[src/rtl/vcmp_pkg.sv]
// vcmp_pkg: shared definitions for the vector compare pipeline.
//   OP_W     : width of the operation code
//   cmp_op_e : the eight compare / min / max operations
package vcmp_pkg;

  localparam int OP_W = 3;

  typedef enum logic [OP_W-1:0] {
    OP_EQ  = 3'd0,
    OP_NE  = 3'd1,
    OP_LT  = 3'd2,
    OP_LE  = 3'd3,
    OP_GT  = 3'd4,
    OP_GE  = 3'd5,
    OP_MIN = 3'd6,
    OP_MAX = 3'd7
  } cmp_op_e;

endpackage

[src/rtl/CKLNQD12.sv]
// CKLNQD12: behavioural model of the latch-based integrated clock gate cell.
//   TE : test enable (ORed with E)
//   E  : functional enable
//   CP : free-running clock
//   Q  : gated clock
// The enable is captured while CP is low, so a change on E/TE only affects
// the next rising edge of CP and Q never glitches.
module CKLNQD12 (
  input  logic TE,
  input  logic E,
  input  logic CP,
  output logic Q
);

  logic en_l;

  always_latch begin
    if (!CP) en_l <= E | TE;
  end

  assign Q = CP & en_l;

endmodule

[src/rtl/vcmp_lane.sv]
// vcmp_lane: combinational single-lane compare / select.
//   a_i, b_i  : lane operands
//   op_i      : operation
//   tc_i      : 1 = signed ordering, 0 = unsigned ordering
//   active_i  : lane mask bit; inactive lanes give flag 0 and pass a_i through
//   flag_o    : predicate result (MIN: a<b, MAX: a>b)
//   res_o     : MIN/MAX result, 0 for plain compares
module vcmp_lane
  import vcmp_pkg::*;
#(
  parameter int DATA_WIDTH = 32
) (
  input  logic [DATA_WIDTH-1:0] a_i,
  input  logic [DATA_WIDTH-1:0] b_i,
  input  cmp_op_e               op_i,
  input  logic                  tc_i,
  input  logic                  active_i,
  output logic                  flag_o,
  output logic [DATA_WIDTH-1:0] res_o
);

  localparam int MSB = DATA_WIDTH - 1;

  logic [DATA_WIDTH-1:0] a_key;
  logic [DATA_WIDTH-1:0] b_key;
  logic                  lt;
  logic                  eq;

  // Flipping the sign bit maps two's-complement order onto unsigned order,
  // so one unsigned comparator serves both modes.
  assign a_key = {a_i[MSB] ^ tc_i, a_i[MSB-1:0]};
  assign b_key = {b_i[MSB] ^ tc_i, b_i[MSB-1:0]};
  assign lt    = (a_key < b_key);
  assign eq    = (a_i == b_i);

  always_comb begin
    flag_o = 1'b0;
    res_o  = '0;
    unique case (op_i)
      OP_EQ:  flag_o = eq;
      OP_NE:  flag_o = ~eq;
      OP_LT:  flag_o = lt;
      OP_LE:  flag_o = lt | eq;
      OP_GT:  flag_o = ~(lt | eq);
      OP_GE:  flag_o = ~lt;
      OP_MIN: begin
        flag_o = lt;
        res_o  = (lt | eq) ? a_i : b_i;
      end
      OP_MAX: begin
        flag_o = ~(lt | eq);
        res_o  = lt ? b_i : a_i;
      end
    endcase
    if (!active_i) begin
      flag_o = 1'b0;
      res_o  = a_i;
    end
  end

endmodule

[src/rtl/vcmp_pipe.sv]
// vcmp_pipe: two-stage, multi-lane vector compare / min / max unit.
//   module_clk_i : free-running clock, gated internally by en_i
//   rst_i        : asynchronous active-high reset (flushes the pipe)
//   en_i         : module enable; closes the clock gate and blocks ready_o
//   valid_i/ready_o : input beat handshake (op_i, tc_i, mask_i, a_i, b_i)
//   valid_o/ready_i : result handshake (flag_o, res_o, any_o, all_o)
//
// Handshake: a beat moves across an interface on a clock edge where both
// valid and ready are high at that edge; valid and its payload must stay
// stable until that happens. The pipeline stalls globally whenever a
// result is presented and not taken; during a stall both stages hold.
module vcmp_pipe
  import vcmp_pkg::*;
#(
  parameter int DATA_WIDTH = 32,
  parameter int LANES      = 4
) (
  input  logic                        module_clk_i,
  input  logic                        rst_i,
  input  logic                        en_i,
  input  logic                        valid_i,
  output logic                        ready_o,
  input  logic [OP_W-1:0]             op_i,
  input  logic                        tc_i,
  input  logic [LANES-1:0]            mask_i,
  input  logic [LANES*DATA_WIDTH-1:0] a_i,
  input  logic [LANES*DATA_WIDTH-1:0] b_i,
  output logic                        valid_o,
  input  logic                        ready_i,
  output logic [LANES-1:0]            flag_o,
  output logic [LANES*DATA_WIDTH-1:0] res_o,
  output logic                        any_o,
  output logic                        all_o
);

  localparam int VW = LANES * DATA_WIDTH;

  logic gclk;
  logic stall;
  logic accept;

  // Stage 1: operands and control
  logic             s1_valid_q;
  cmp_op_e          s1_op_q;
  logic             s1_tc_q;
  logic [LANES-1:0] s1_mask_q;
  logic [VW-1:0]    s1_a_q;
  logic [VW-1:0]    s1_b_q;

  // Stage 1 combinational results
  logic [LANES-1:0] flag_d;
  logic [VW-1:0]    res_d;
  logic             any_d;
  logic             all_d;

  // Stage 2: results
  logic             s2_valid_q;
  logic [LANES-1:0] s2_flag_q;
  logic [VW-1:0]    s2_res_q;
  logic             s2_any_q;
  logic             s2_all_q;

  CKLNQD12 u_icg (
    .TE (en_i),
    .E  (en_i),
    .CP (module_clk_i),
    .Q  (gclk)
  );

  assign stall   = s2_valid_q & ~ready_i;
  assign ready_o = en_i & ~stall;
  assign accept  = valid_i & ready_o;

  always_ff @(posedge gclk or posedge rst_i) begin
    if (rst_i) begin
      s1_valid_q <= 1'b0;
      s1_op_q    <= OP_EQ;
      s1_tc_q    <= 1'b0;
      s1_mask_q  <= '0;
      s1_a_q     <= '0;
      s1_b_q     <= '0;
    end else if (!stall) begin
      s1_valid_q <= accept;
      if (accept) begin
        s1_op_q   <= cmp_op_e'(op_i);
        s1_tc_q   <= tc_i;
        s1_mask_q <= mask_i;
        s1_a_q    <= a_i;
        s1_b_q    <= b_i;
      end
    end
  end

  for (genvar i = 0; i < LANES; i++) begin : g_lane
    vcmp_lane #(
      .DATA_WIDTH (DATA_WIDTH)
    ) u_lane (
      .a_i      (s1_a_q[i*DATA_WIDTH +: DATA_WIDTH]),
      .b_i      (s1_b_q[i*DATA_WIDTH +: DATA_WIDTH]),
      .op_i     (s1_op_q),
      .tc_i     (s1_tc_q),
      .active_i (s1_mask_q[i]),
      .flag_o   (flag_d[i]),
      .res_o    (res_d[i*DATA_WIDTH +: DATA_WIDTH])
    );
  end

  // Inactive lanes already carry flag 0, so they only need to be excused
  // from the AND; an empty mask therefore yields all=1.
  assign any_d = |flag_d;
  assign all_d = &(flag_d | ~s1_mask_q);

  always_ff @(posedge gclk or posedge rst_i) begin
    if (rst_i) begin
      s2_valid_q <= 1'b0;
      s2_flag_q  <= '0;
      s2_res_q   <= '0;
      s2_any_q   <= 1'b0;
      s2_all_q   <= 1'b0;
    end else if (!stall) begin
      s2_valid_q <= s1_valid_q;
      if (s1_valid_q) begin
        s2_flag_q <= flag_d;
        s2_res_q  <= res_d;
        s2_any_q  <= any_d;
        s2_all_q  <= all_d;
      end
    end
  end

  assign valid_o = s2_valid_q;
  assign flag_o  = s2_flag_q;
  assign res_o   = s2_res_q;
  assign any_o   = s2_any_q;
  assign all_o   = s2_all_q;

endmodule

[config.mk]
export PLATFORM = sky130hd
export DESIGN_NAME = vcmp_pipe
export DESIGN_NICKNAME = d
export VERILOG_FILES = /design/src/rtl/vcmp_pkg.sv /design/src/rtl/CKLNQD12.sv /design/src/rtl/vcmp_lane.sv /design/src/rtl/vcmp_pipe.sv
export SDC_FILE = /design/constraint.sdc
export NUM_CORES = 1
export LEC_CHECK = 0
export CORE_ASPECT_RATIO = 1.1
export CORE_UTILIZATION = 52
export DETAILED_ROUTE_END_ITERATION = 10
export PLACE_DENSITY = 0.8
export RECOVER_POWER = 100
export SYNTH_ARGS = -nofsm -noshare
export SYNTH_HDL_FRONTEND = slang
export SYNTH_SLANG_ARGS = --single-unit
[constraint.sdc]
create_clock -name vclk -period 1.1
set_input_delay 0.33 -clock vclk [all_inputs]
set_output_delay 0.33 -clock vclk [all_outputs]
set_load 0.02 [all_outputs]
# [Word level (Yosys, flattened, before mapping)]
# Index checks and enable logic that the tools add are counted.
[word_totals] romBits=0 word_cells=91 ram_bits=0 latch_bits=1 memories=0 reg_bits=400
[op_classes] n_mux=25 add_sub_neg=0 n_bitwise=32 eq_ne=11 n_shift=0 n_reduce_logical=7 multipliers=0 n_div=0 n_lt_le_gt_ge=4
[ops] operator="two-way mux 32 bit" count=12
[ops] operator="one-hot mux 32 bit (2 select lines)" count=4
[ops] operator="equality test 32 bit" count=4
[ops] operator="less-than comparator 32 bit" count=4
[ops] operator="one-hot mux 1 bit (6 select lines)" count=4
[ops] operator="inverter 1 bit" count=14
[ops] operator="equality test 3 bit (second input constant)" count=4
[ops] operator="bitwise XOR 1 bit" count=8
[ops] operator="equality test 3 x 2 -> 1 bit (second input constant)" count=2
[ops] operator="two-way mux 1 bit" count=5
[ops] operator="AND 1 bit" count=4
[ops] operator="inverter 4 bit" count=1
[ops] operator="bitwise OR 1 bit" count=4
[ops] operator="bitwise OR 4 bit" count=1
[ops] operator="AND reduction 2 bit" count=2
[ops] operator="AND reduction 4 bit" count=1
[ops] operator="OR reduction 2 bit" count=2
[ops] operator="OR reduction 4 bit" count=1
[ops] operator="equality test 3 x 1 -> 1 bit (second input constant)" count=1
[ops] operator="zero test 3 bit" count=1

# [Longest topological paths before layout]
[depth] ltp_word=8 depth_mapped=13 ltp_nobuf=11

# [Cells and area by module]
# Synthesis repeated with hierarchy kept, for this count alone.
[unflattened] hier_cells=1597 hier_area_um2=20742.4
[modules_own_cells] module="vcmp_pipe" instances=1 cells_each=857 area_per_inst_um2=14995.6
[modules_own_cells] module="vcmp_lane at g_lane[0].u_lane ..." instances=3 cells_each=185 area_per_inst_um2=1433.9
[modules_own_cells] module="vcmp_lane at g_lane[3].u_lane" instances=1 cells_each=182 area_per_inst_um2=1417.6
[modules_own_cells] module="CKLNQD12" instances=1 cells_each=3 area_per_inst_um2=27.5

==> flow_summary.yaml <==
grt:
  grt_overflow: 0
  grt_pass1_vias: 14825
  grt_pass1_wl_um: 77600
  grt_start_max_net_pins: 203
  grtUsageTotal_pct: 24.6
  antenna_found_initial: 10
worst_setup_path:
  cp-startpoint: "ready_i"
  cp.required_ps: 770
  arrival_ps: 840
  endpoint_kind: "output port"
  cp_top_family: "simple AND/OR/NAND/NOR gates"
  crit_buf_inv: 2
  endpoint: "ready_o"
  path_class: "in -> out"
  crit_path_start_kind: "input port"
  cpPeakStageDelay_ps: 160
  crit_chain: "buf_6 -> nand2b_4 -> and2_4 -> buf_6"
  critPathMostFrequentCell: "buf_6"
  critPathSlowestCell: "and2_4"
  crit_fanout: 2
  worst-path-stages: 4
synthesis:
  synth_seq_cells: 401
  synth_top_area_cell: "dfrtp_1"
  syn_avg_cell_area_um2: 11.6
  synth_edf_count: 0
  ys_warn_count: 0
  synth_top_area_share_pct: 50.7
  syn_inst: 1699
  synth-async-reset-ratio_pct: 99.8
  ys.flop_type: "dfrtp_1"
  synth_fp_nets: 2092
  synthDistinctLibCells: 63
  synth.area.top_cells: "dfrtp_1, mux2_2, ha_1"
  syn-cell-area_um2: 19700
worst_hold_path:
  hold_depth: 3
  hold_path_class: "in -> out"
timing:
  layout_min_cycle_time_ps: 1170
  post-route-period-util_pct: 107
  untimed_endpoints: 536
  worst_pin_slew_ps: 1360
  rsz0062_at_grt: "yes"
  maxSlewHeadroom_pct: 9.51
  finalHoldViolations: 0
  max_freq_ghz: 0.851
  setup_ws_ps: -74.7
  unclocked_pins: 401
  setup-violations-final: 1
  drv_slew: 0
floorplan:
  die_height_um: 206
  rows: 74
  dieArea_um2: 38700
  core_area_um2: 37300
  ios: 405
  initial_utilization_pct: 52.9
  die_w_um: 188
detailed_routing:
  ant_nets: 0
  vias: 14413
  routed_wl_um: 48900
  routedWlPerCell_um: 19.3
  drt_iter0_drc: 709
  post-route-drc-count: 0
  firstDrtPassIters: 5
  via_per_inst: 5.69
placement:
  placed_cell_area_um2: 24100
  place_inst: 2521
  hpwl_um: 34800
  io_buffers: 405
  gp_congestion: 0.872
status:
  violations: "setup timing"
  status: "complete, but fails checks"
cells_and_area:
  design_area_um2: 24200
  final_cell_mix: "clkdlybuf4s50_1, dfrtp_1, mux2_2, nor2_1, inv_1"
  layout-drive-gt1-share_pct: 16.7
  instances_no_fill: 2531
  fillers: 2940
  num-nets-final: 2422
  final_common_cell: "clkdlybuf4s50_1"
  syn_to_final_growth_pct: 22.5
power:
  ir_worst_vdd_uv: 294
  power.total_uw: 4370
  p_per_area_nw_per_um2: 181
  leakage_uw: 0.0108
run:
  drv_cap: 0
cts:
  cts_setup_buffers: 0
==> layer usage <==
metal | wire length, um | vias to the layer above | global-route usage [%]
li1 | - | 6718 | -
met1 | 20700 | 7229 | 33.0
met2 | 24600 | 406 | 43.1
met3 | 2320 | 58 | 2.28
met4 | 1280 | 2 | 6.30
met5 | 13 | - | 0
==> through the flow <==
stage / util [%] / hold WS, ps / worst slack [ps] / TNS [ps]
final: 64.8 / 1060 / -74.7 / -74.7
after global routing: 64.8 / 1080 / -86.1 / -86.1
after floorplan: - / 851 / 36.8 / 0
after CTS: 64.7 / 1140 / -77.0 / -77.0
after detailed placement: 64.7 / 1870 / -1070 / -1070
after global placement: 64.7 / 1880 / -1070 / -1070
==> final cells by class <==
class / instances / area [um^2] / area share [%]
flip-flops and latches: 401 / 10000 / 41.5
multi-input cells: 1068 / 8800 / 36.4
repair buffers: 420 / 4190 / 17.3
well taps: 494 / 618 / 2.56
inverters: 138 / 526 / 2.17
diodes: 10 / 25.0 / 0.103
==> cells in the mapped netlist, types with 4 or more instances <==
library cell / instances
mux2_2: 268
o21ai_0: 26
ha_1: 124
xnor2_1: 6
a221oi_2: 30
and2_1: 4
nand2_1: 49
nor2b_1: 7
nand3_1: 23
nor4_1: 5
a31oi_1: 4
nor2_1: 209
inv_1: 138
nand4_1: 33
nor3_1: 9
a21o_1: 36
a211oi_1: 7
buf_2: 15
dfrtp_1: 400
nand2b_1: 6
a221oi_1: 70
o211ai_1: 9
mux2i_1: 5
a22o_1: 32
buf_6: 5
clkbuf_1: 65
a21oi_1: 60
==> tightest hold or removal path, stage by stage <==
cell	delay [ps]
clkbuf_2	90
and2_4	180
buf_6	120
==> report_power, final <==
part	internal (uW)	total, uW	leakage, uW	switching [uW]
combinational	1850	3400	0.00610	1550
sequential	747	974	0.00471	227
clock	0.00122	0.00122	0.0000000634	0
total	2600	4370	0.0108	1770
==> repair_timing <==
item                       4_1_cts  5_1_grt
resized for setup               15        1
pin swaps                        1        0
hold endpoints to repair         0        0
setup endpoints to repair        1        1
hold buffers                     0        0
==> logic make-up (layout without fill, tap and decap cells) <==
| group | count (synthesis) | count (layout) | share of synthesized area, % |
|---|---|---|---|
| AO/OA/AOI/OAI | 303 | 303 | 12.4 |
| XOR/XNOR | 7 | 7 | 0.311 |
| adder cells (fa/ha/maj) | 124 | 124 | 7.86 |
| buffers and inverters | 230 | 558 | 4.96 |
| flip-flops | 400 | 400 | 50.7 |
| latches | 1 | 1 | 0.0760 |
| multiplexers | 273 | 273 | 15.5 |
| other | 0 | 10 | 0 |
| AND/OR/NAND/NOR | 361 | 361 | 8.10 |
==> worst min path at each step <==
stage,start,endpoint,slack [ps]
final,en_i,ready_o,1060
after CTS,ready_i,ready_o,1140
after global routing,en_i,ready_o,1080
after floorplan,en_i,ready_o,850
after global placement,en_i,ready_o,1880
after detailed placement,en_i,ready_o,1870
==> registers in the layout, indices dropped and copies added (netlist names) <==
register    count
res_o         128
s1_a_q        128
s1_b_q        128
flag_o          4
s1_mask_q       4
s1_op_q         3
all_o           1
any_o           1
s1_tc_q         1
s1_valid_q      1
u_icg.en_l      1
valid_o         1
Note: power is estimated with default switching activity, not from simulation.
